File: src/rtl/fft_pkg.sv
// Shared FFT constants: default sample width, rounding constant and saturation bounds.
package fft_pkg;

  localparam int unsigned FFT_WIDTH = 16;

  // Half-LSB of a Q1.(w-1) product scaled back to w bits
  function automatic longint fft_rnd(input int unsigned w);
    return longint'(1) << (w - 1);
  endfunction

  function automatic longint fft_sat_max(input int unsigned w);
    return (longint'(1) << (w - 1)) - 1;
  endfunction

  function automatic longint fft_sat_min(input int unsigned w);
    return -(longint'(1) << (w - 1));
  endfunction

endpackage

File: src/rtl/cmul_conj.sv
// Registered conjugate complex multiply: p = d * conj(w), full precision.
module cmul_conj
  import fft_pkg::*;
#(
  parameter int unsigned WIDTH = FFT_WIDTH
) (
  input  logic                 clk,
  input  logic                 rst,
  input  logic                 en,
  input  logic [WIDTH:0]       dr,
  input  logic [WIDTH:0]       di,
  input  logic [WIDTH-1:0]     wr,
  input  logic [WIDTH-1:0]     wi,
  output logic [2*WIDTH+1:0]   pr,
  output logic [2*WIDTH+1:0]   pi
);

  localparam int unsigned PW = 2 * WIDTH + 2;

  logic signed [PW-1:0] drx, dix, wrx, wix;

  assign drx = PW'($signed(dr));
  assign dix = PW'($signed(di));
  assign wrx = PW'($signed(wr));
  assign wix = PW'($signed(wi));

  always_ff @(posedge clk or posedge rst) begin
    if (rst) begin
      pr <= '0;
      pi <= '0;
    end else if (en) begin
      pr <= drx * wrx + dix * wix;
      pi <= dix * wrx - drx * wix;
    end
  end

endmodule

File: src/rtl/ibutterfly.sv
// Inverse-direction DIF butterfly, 3-stage pipeline with a single global enable.
// Define IBF_SATURATE_EN to clamp the z outputs and enable the sticky ovf flag.
module ibutterfly
  import fft_pkg::*;
#(
  parameter int unsigned WIDTH = FFT_WIDTH
) (
  input  logic             clk,
  input  logic             rst,
  input  logic             in_valid,
  output logic             in_ready,
  input  logic [WIDTH-1:0] a_real,
  input  logic [WIDTH-1:0] a_imag,
  input  logic [WIDTH-1:0] b_real,
  input  logic [WIDTH-1:0] b_imag,
  input  logic [WIDTH-1:0] twiddle_real,
  input  logic [WIDTH-1:0] twiddle_imag,
  output logic             out_valid,
  input  logic             out_ready,
  output logic [WIDTH-1:0] y_real,
  output logic [WIDTH-1:0] y_imag,
  output logic [WIDTH-1:0] z_real,
  output logic [WIDTH-1:0] z_imag,
  input  logic             ovf_clr,
  output logic             ovf
);

  localparam int unsigned SW = WIDTH + 1;
  localparam int unsigned PW = 2 * WIDTH + 2;
  localparam logic signed [PW-1:0] RND = PW'(fft_rnd(WIDTH));

  logic en;
  assign en       = out_ready | ~out_valid;
  assign in_ready = en;

  // S1: lossless sum and difference
  logic                 v1;
  logic signed [SW-1:0] sr1, si1, dr1, di1;
  logic [WIDTH-1:0]     wr1, wi1;

  always_ff @(posedge clk or posedge rst) begin
    if (rst) begin
      v1  <= 1'b0;
      sr1 <= '0;
      si1 <= '0;
      dr1 <= '0;
      di1 <= '0;
      wr1 <= '0;
      wi1 <= '0;
    end else if (en) begin
      v1  <= in_valid;
      sr1 <= SW'($signed(a_real)) + SW'($signed(b_real));
      si1 <= SW'($signed(a_imag)) + SW'($signed(b_imag));
      dr1 <= SW'($signed(a_real)) - SW'($signed(b_real));
      di1 <= SW'($signed(a_imag)) - SW'($signed(b_imag));
      wr1 <= twiddle_real;
      wi1 <= twiddle_imag;
    end
  end

  // S2: rounded halving of the sum, full-precision conjugate products
  logic             v2;
  logic [WIDTH-1:0] yr2, yi2;
  logic [PW-1:0]    pr2, pi2;

  always_ff @(posedge clk or posedge rst) begin
    if (rst) begin
      v2  <= 1'b0;
      yr2 <= '0;
      yi2 <= '0;
    end else if (en) begin
      v2  <= v1;
      yr2 <= WIDTH'((sr1 + SW'(1)) >>> 1);
      yi2 <= WIDTH'((si1 + SW'(1)) >>> 1);
    end
  end

  cmul_conj #(.WIDTH(WIDTH)) u_cmul (
    .clk (clk),
    .rst (rst),
    .en  (en),
    .dr  (dr1),
    .di  (di1),
    .wr  (wr1),
    .wi  (wi1),
    .pr  (pr2),
    .pi  (pi2)
  );

  // S3: scale by 2^-WIDTH with round-half-up, then limit to WIDTH bits
  logic [WIDTH-1:0] zr3, zi3;

`ifdef IBF_SATURATE_EN
  localparam logic signed [PW-1:0] ZMAX = PW'(fft_sat_max(WIDTH));
  localparam logic signed [PW-1:0] ZMIN = PW'(fft_sat_min(WIDTH));

  logic signed [PW-1:0] zr_s, zi_s;
  logic                 sat_r, sat_i;

  always_comb begin
    zr_s  = ($signed(pr2) + RND) >>> WIDTH;
    zi_s  = ($signed(pi2) + RND) >>> WIDTH;
    sat_r = (zr_s > ZMAX) || (zr_s < ZMIN);
    sat_i = (zi_s > ZMAX) || (zi_s < ZMIN);
    if (zr_s > ZMAX)      zr3 = WIDTH'(ZMAX);
    else if (zr_s < ZMIN) zr3 = WIDTH'(ZMIN);
    else                  zr3 = zr_s[WIDTH-1:0];
    if (zi_s > ZMAX)      zi3 = WIDTH'(ZMAX);
    else if (zi_s < ZMIN) zi3 = WIDTH'(ZMIN);
    else                  zi3 = zi_s[WIDTH-1:0];
  end

  // Only loads carrying a valid result may raise ovf; set wins over clear
  always_ff @(posedge clk or posedge rst) begin
    if (rst) begin
      ovf <= 1'b0;
    end else if (en && v2 && (sat_r || sat_i)) begin
      ovf <= 1'b1;
    end else if (ovf_clr) begin
      ovf <= 1'b0;
    end
  end
`else
  logic unused_ovf_clr;

  always_comb begin
    zr3 = WIDTH'(($signed(pr2) + RND) >>> WIDTH);
    zi3 = WIDTH'(($signed(pi2) + RND) >>> WIDTH);
  end

  assign ovf            = 1'b0;
  assign unused_ovf_clr = ovf_clr;
`endif

  always_ff @(posedge clk or posedge rst) begin
    if (rst) begin
      out_valid <= 1'b0;
      y_real    <= '0;
      y_imag    <= '0;
      z_real    <= '0;
      z_imag    <= '0;
    end else if (en) begin
      out_valid <= v2;
      y_real    <= yr2;
      y_imag    <= yi2;
      z_real    <= zr3;
      z_imag    <= zi3;
    end
  end

endmodule

File: config.mk
export PLATFORM = sky130hd
export DESIGN_NAME = ibutterfly
export DESIGN_NICKNAME = d
export VERILOG_FILES = /design/src/rtl/fft_pkg.sv /design/src/rtl/cmul_conj.sv /design/src/rtl/ibutterfly.sv
export SDC_FILE = /design/constraint.sdc
export NUM_CORES = 2
export LEC_CHECK = 0
export CAP_MARGIN = 30
export CORE_MARGIN = 2
export CORE_UTILIZATION = 55
export CTS_CLUSTER_DIAMETER = 30
export DETAILED_ROUTE_END_ITERATION = 7
export PLACE_DENSITY = 0.75
export RECOVER_POWER = 25
export REMOVE_ABC_BUFFERS = 1
export SETUP_SLACK_MARGIN = 0.5
export SKIP_CTS_REPAIR_TIMING = 1
export SLEW_MARGIN = 20
export SYNTH_ARGS = -nofsm -noshare
export SYNTH_HDL_FRONTEND = slang
export SYNTH_SLANG_ARGS = --single-unit
File: constraint.sdc
create_clock -name clk -period 7.8 [get_ports clk]
set_clock_uncertainty 0.15 [all_clocks]
set_input_delay 1.95 -clock clk [delete_from_list [all_inputs] [get_ports clk]]
set_output_delay 1.95 -clock clk [all_outputs]
set_load 0.05 [all_outputs]
==> results <==
- The worst endpoint required time is 8.02 ns.
- The post-synthesis area per instance is 9.16 sq um.
- The most frequently used flop master after synthesis is dfrtp_1.
- The worst setup path category is flip-flop to flip-flop.
- Routability-driven placement finished with a final weighted congestion of 0.925.
- The netlist area before placement is 52500 sq um.
- For met1 alone, demand over resource in global routing was 36.5%.
- Detailed placement ended at an HPWL of 107000 um.
- The post-detailed-routing wire length is 135000 um.
- Setup repair after global routing could not meet its margin everywhere.
- Global routing used 46.4% of the available met2 tracks.
- In this run, synthesis inferred 0 flip-flops with an integrated enable.
- The floorplan step set the die height to 313 um.
- The DRC violation count after routing is 0.
- The core region is 94700 sq um.
- Counting tap cells, the placed design contains a total of 7097 instances.
- After the flow finishes, the layout carries non-filler instances totaling 7271.
- For this run, asynchronously set or reset flops after synthesis account for 100%.
- The first-pass detailed-route iteration total is 6.
- The number of global-route vias before repair came to 41400.
- The starting density of the core is 55.4%.
- The source-to-sink clock delay at the later pin of the worst-skew pair is 0.64 ns.
- The final hold violation count was 0.
- The Yosys warning count is 0.
- Based on the critical path, the design can be clocked at up to 133 MHz.
- In this run the most used layer during global routing was met2.
- The biggest area consumer among synthesized cells is fa_1.
- The final setup violation count is 0.
- The vias per cell is 5.30.
- Of the post-synthesis cell area, the dominant cell type holds 45.1%.
- Cells with a size suffix above 1 make up 9.24% of the layout.
- The clock transition at the registers of the reported paths is 0.05 ns.
- The type of origin of the critical path is a flip-flop.
- The tree is rooted in a clkbuf_16.
- The run finished, with violations left.
- The cell with the most instances after synthesis is inv_1.
- By area the synthesized netlist is led by fa_1 45%, dfrtp_1 11%, inv_1 10%.
- The total count of max-transition violations in the final report was 95.
- The detailed router placed 38600 vias in this run.
- The total overflow left after global routing is 0.
- No sink is reached through more buffers than the 3 on the longest clock path.
- The final antenna diode count is 0.
- The shortest clock period the worst path allows after layout is 7.53 ns.
- In this run the remaining antenna-violating nets after routing total 0.
- STA puts the critical path data arrival time at 7.75 ns.
- The TritonCTS clock tree is yes.
- Dividing the detail-routed wire length by the instance count gives 18.5 um.
- The first global-routing pass estimated 217000 um of wire.
- The largest driver fanout on the critical path is 7.
- From left edge to right edge, the die measures 313 um.
- The number of clock buffers added by TritonCTS is 66.
- Sorting the synthesized cells by how often they occur yields 1405 x inv_1, 1183 x fa_1, 896 x nand2_1.
- In this run the core area contains 113 standard-cell rows.
- For this run, the register share of the synthesized area comes to 11.0%.
- The post-synthesis instance total is 5731.
- The maximum level of the CTS H-tree is 3.
- The headroom to the max-slew limit is -82.8%.
- The die covers 97900 sq um.
- The count of routing violations after the opening detailed-route iteration is 2789.
- The number of distinct standard cells referenced by the synthesized netlist is 70.
- The total of max-cap violations is 2.
- The final reports fail on max-capacitance violations, max-slew violations.
- The maximum number of pins on one net before global-route repair is 114.
- In this run the worst hold path is classified as flip-flop to flip-flop.
- The post-synthesis sequential element count is 231.
- 168 I/O pins were placed.
- The worst path uses 96.6% of the clock period.
- The initial antenna violation count was 3.
- The final layout net count is 7608.
- Cells fill 63.6% of the core in the end.
- The total routing resource utilization after global routing is 28.3%.
- The area growth from synthesis to final layout is 14.8%.
- The number of port buffers is 165.
- The worst-margin pin slew is 2.74 ns.
- The sort of element at the end of the critical path is a flip-flop.
- The clock drives 231 sinks.
- The global-route track usage on met3 is 4.15%.
[cell usage in the layout (no fill, tap or decap), drive strengths merged, types with 7 or more instances in the layout]
cell type,count
and2,489
nand2,896
clkinvlp,7
nand2b,31
clkinv,16
or3,14
o21bai,12
nor3b,11
a21o,11
xor2,50
a211oi,19
nor2b,63
nand4,20
xnor2,125
clkbuf,93
a21oi,89
clkdlybuf4s50,163
nor2,93
o21ai,129
buf,271
ha,366
nor3,25
dfrtp,231
o21a,12
and3,23
fa,1183
o31ai,32
inv,1405
nand3,51
[path summary, 6_finish.rpt]
check                       start             to  slack, ns  cells after the start
min                            v2      out_valid       0.31                      1
max                        di1[6]  u_cmul.pi[26]       0.27                     27
min reg2reg                    v2      out_valid       0.31                      1
min in group asynchronous     rst      out_valid       1.80                      2
max reg2reg                di1[6]  u_cmul.pi[26]       0.27                     27
max in group asynchronous     rst         di1[6]       4.14                      3
[cell families (layout without fill, tap and decap cells)]
family	after synthesis	after routing	synth area share, %
AOI/OAI and AO/OA	346	346	4.09
xor gates and xnor gates	175	175	2.92
adders and majority gates	1549	1549	53.9
buffers and inverters	1687	1962	12.1
DFF	231	231	11.0
muxes	4	4	0.0811
other	1	1	0.00715
and+or+nand+nor	1738	1738	15.9
[layout make-up]
type	instances	area (sq um)
fill	7501	34500
inverter	1405	5290
tap	1265	1580
clock inverter	28	390
multi-input combinational	3813	40900
sequential	231	5830
clock buffer	88	1840
timing repair buffer	441	4430
[flip-flops by register name (all words and copies together) (netlist names), 16 cells and up]
register and count:
dr1 17, si1 17, u_cmul.pi 17, u_cmul.pr 17, di1 16, sr1 16
wi1 16, wr1 16, y_imag 16, y_real 16, yi2 16, yr2 16
z_imag 16, z_real 16
[critical path, cell delays in order (launching register included)]
cell,delay (ns)
dfrtp_4,0.54
buf_12,0.16
buf_6,0.13
and2_1,0.16
fa_1,0.47
fa_1,0.58
inv_2,0.04
fa_2,0.52
inv_2,0.04
fa_1,0.46
fa_1,0.60
fa_2,0.46
fa_1,0.53
inv_2,0.04
fa_1,0.52
inv_2,0.05
ha_4,0.15
a21o_1,0.18
a21o_1,0.16
a21oi_2,0.15
nand2_2,0.12
o2111ai_4,0.27
buf_6,0.14
a31oi_4,0.09
o21a_1,0.21
nor2_1,0.11
xor2_1,0.16
o21ai_0,0.10
[per-stage QoR]
step	setup slack, ns	area, sq um	TNS [ns]	hold slack, ns
after CTS	-0.175	58900	-1.18	0.309
after global routing	-0.00712	60200	-0.00712	0.330
after detailed placement	-0.160	56700	-0.749	0.299
after global placement	-0.0144	56700	-0.0146	0.291
final	0.266	60200	0	0.306
after floorplan	-15.87	51400	-2505.44	0.280
[per-layer routing]
layer	vias to the layer above	part of all wire (%)
met5	-	0.013
li1	17100	-
met3	317	7.2
met1	19800	38
met4	2	6.1
met2	1392	49
Power is not shown: default switching activity piles up to over one toggle a cycle in this logic, so the estimate is an artifact.
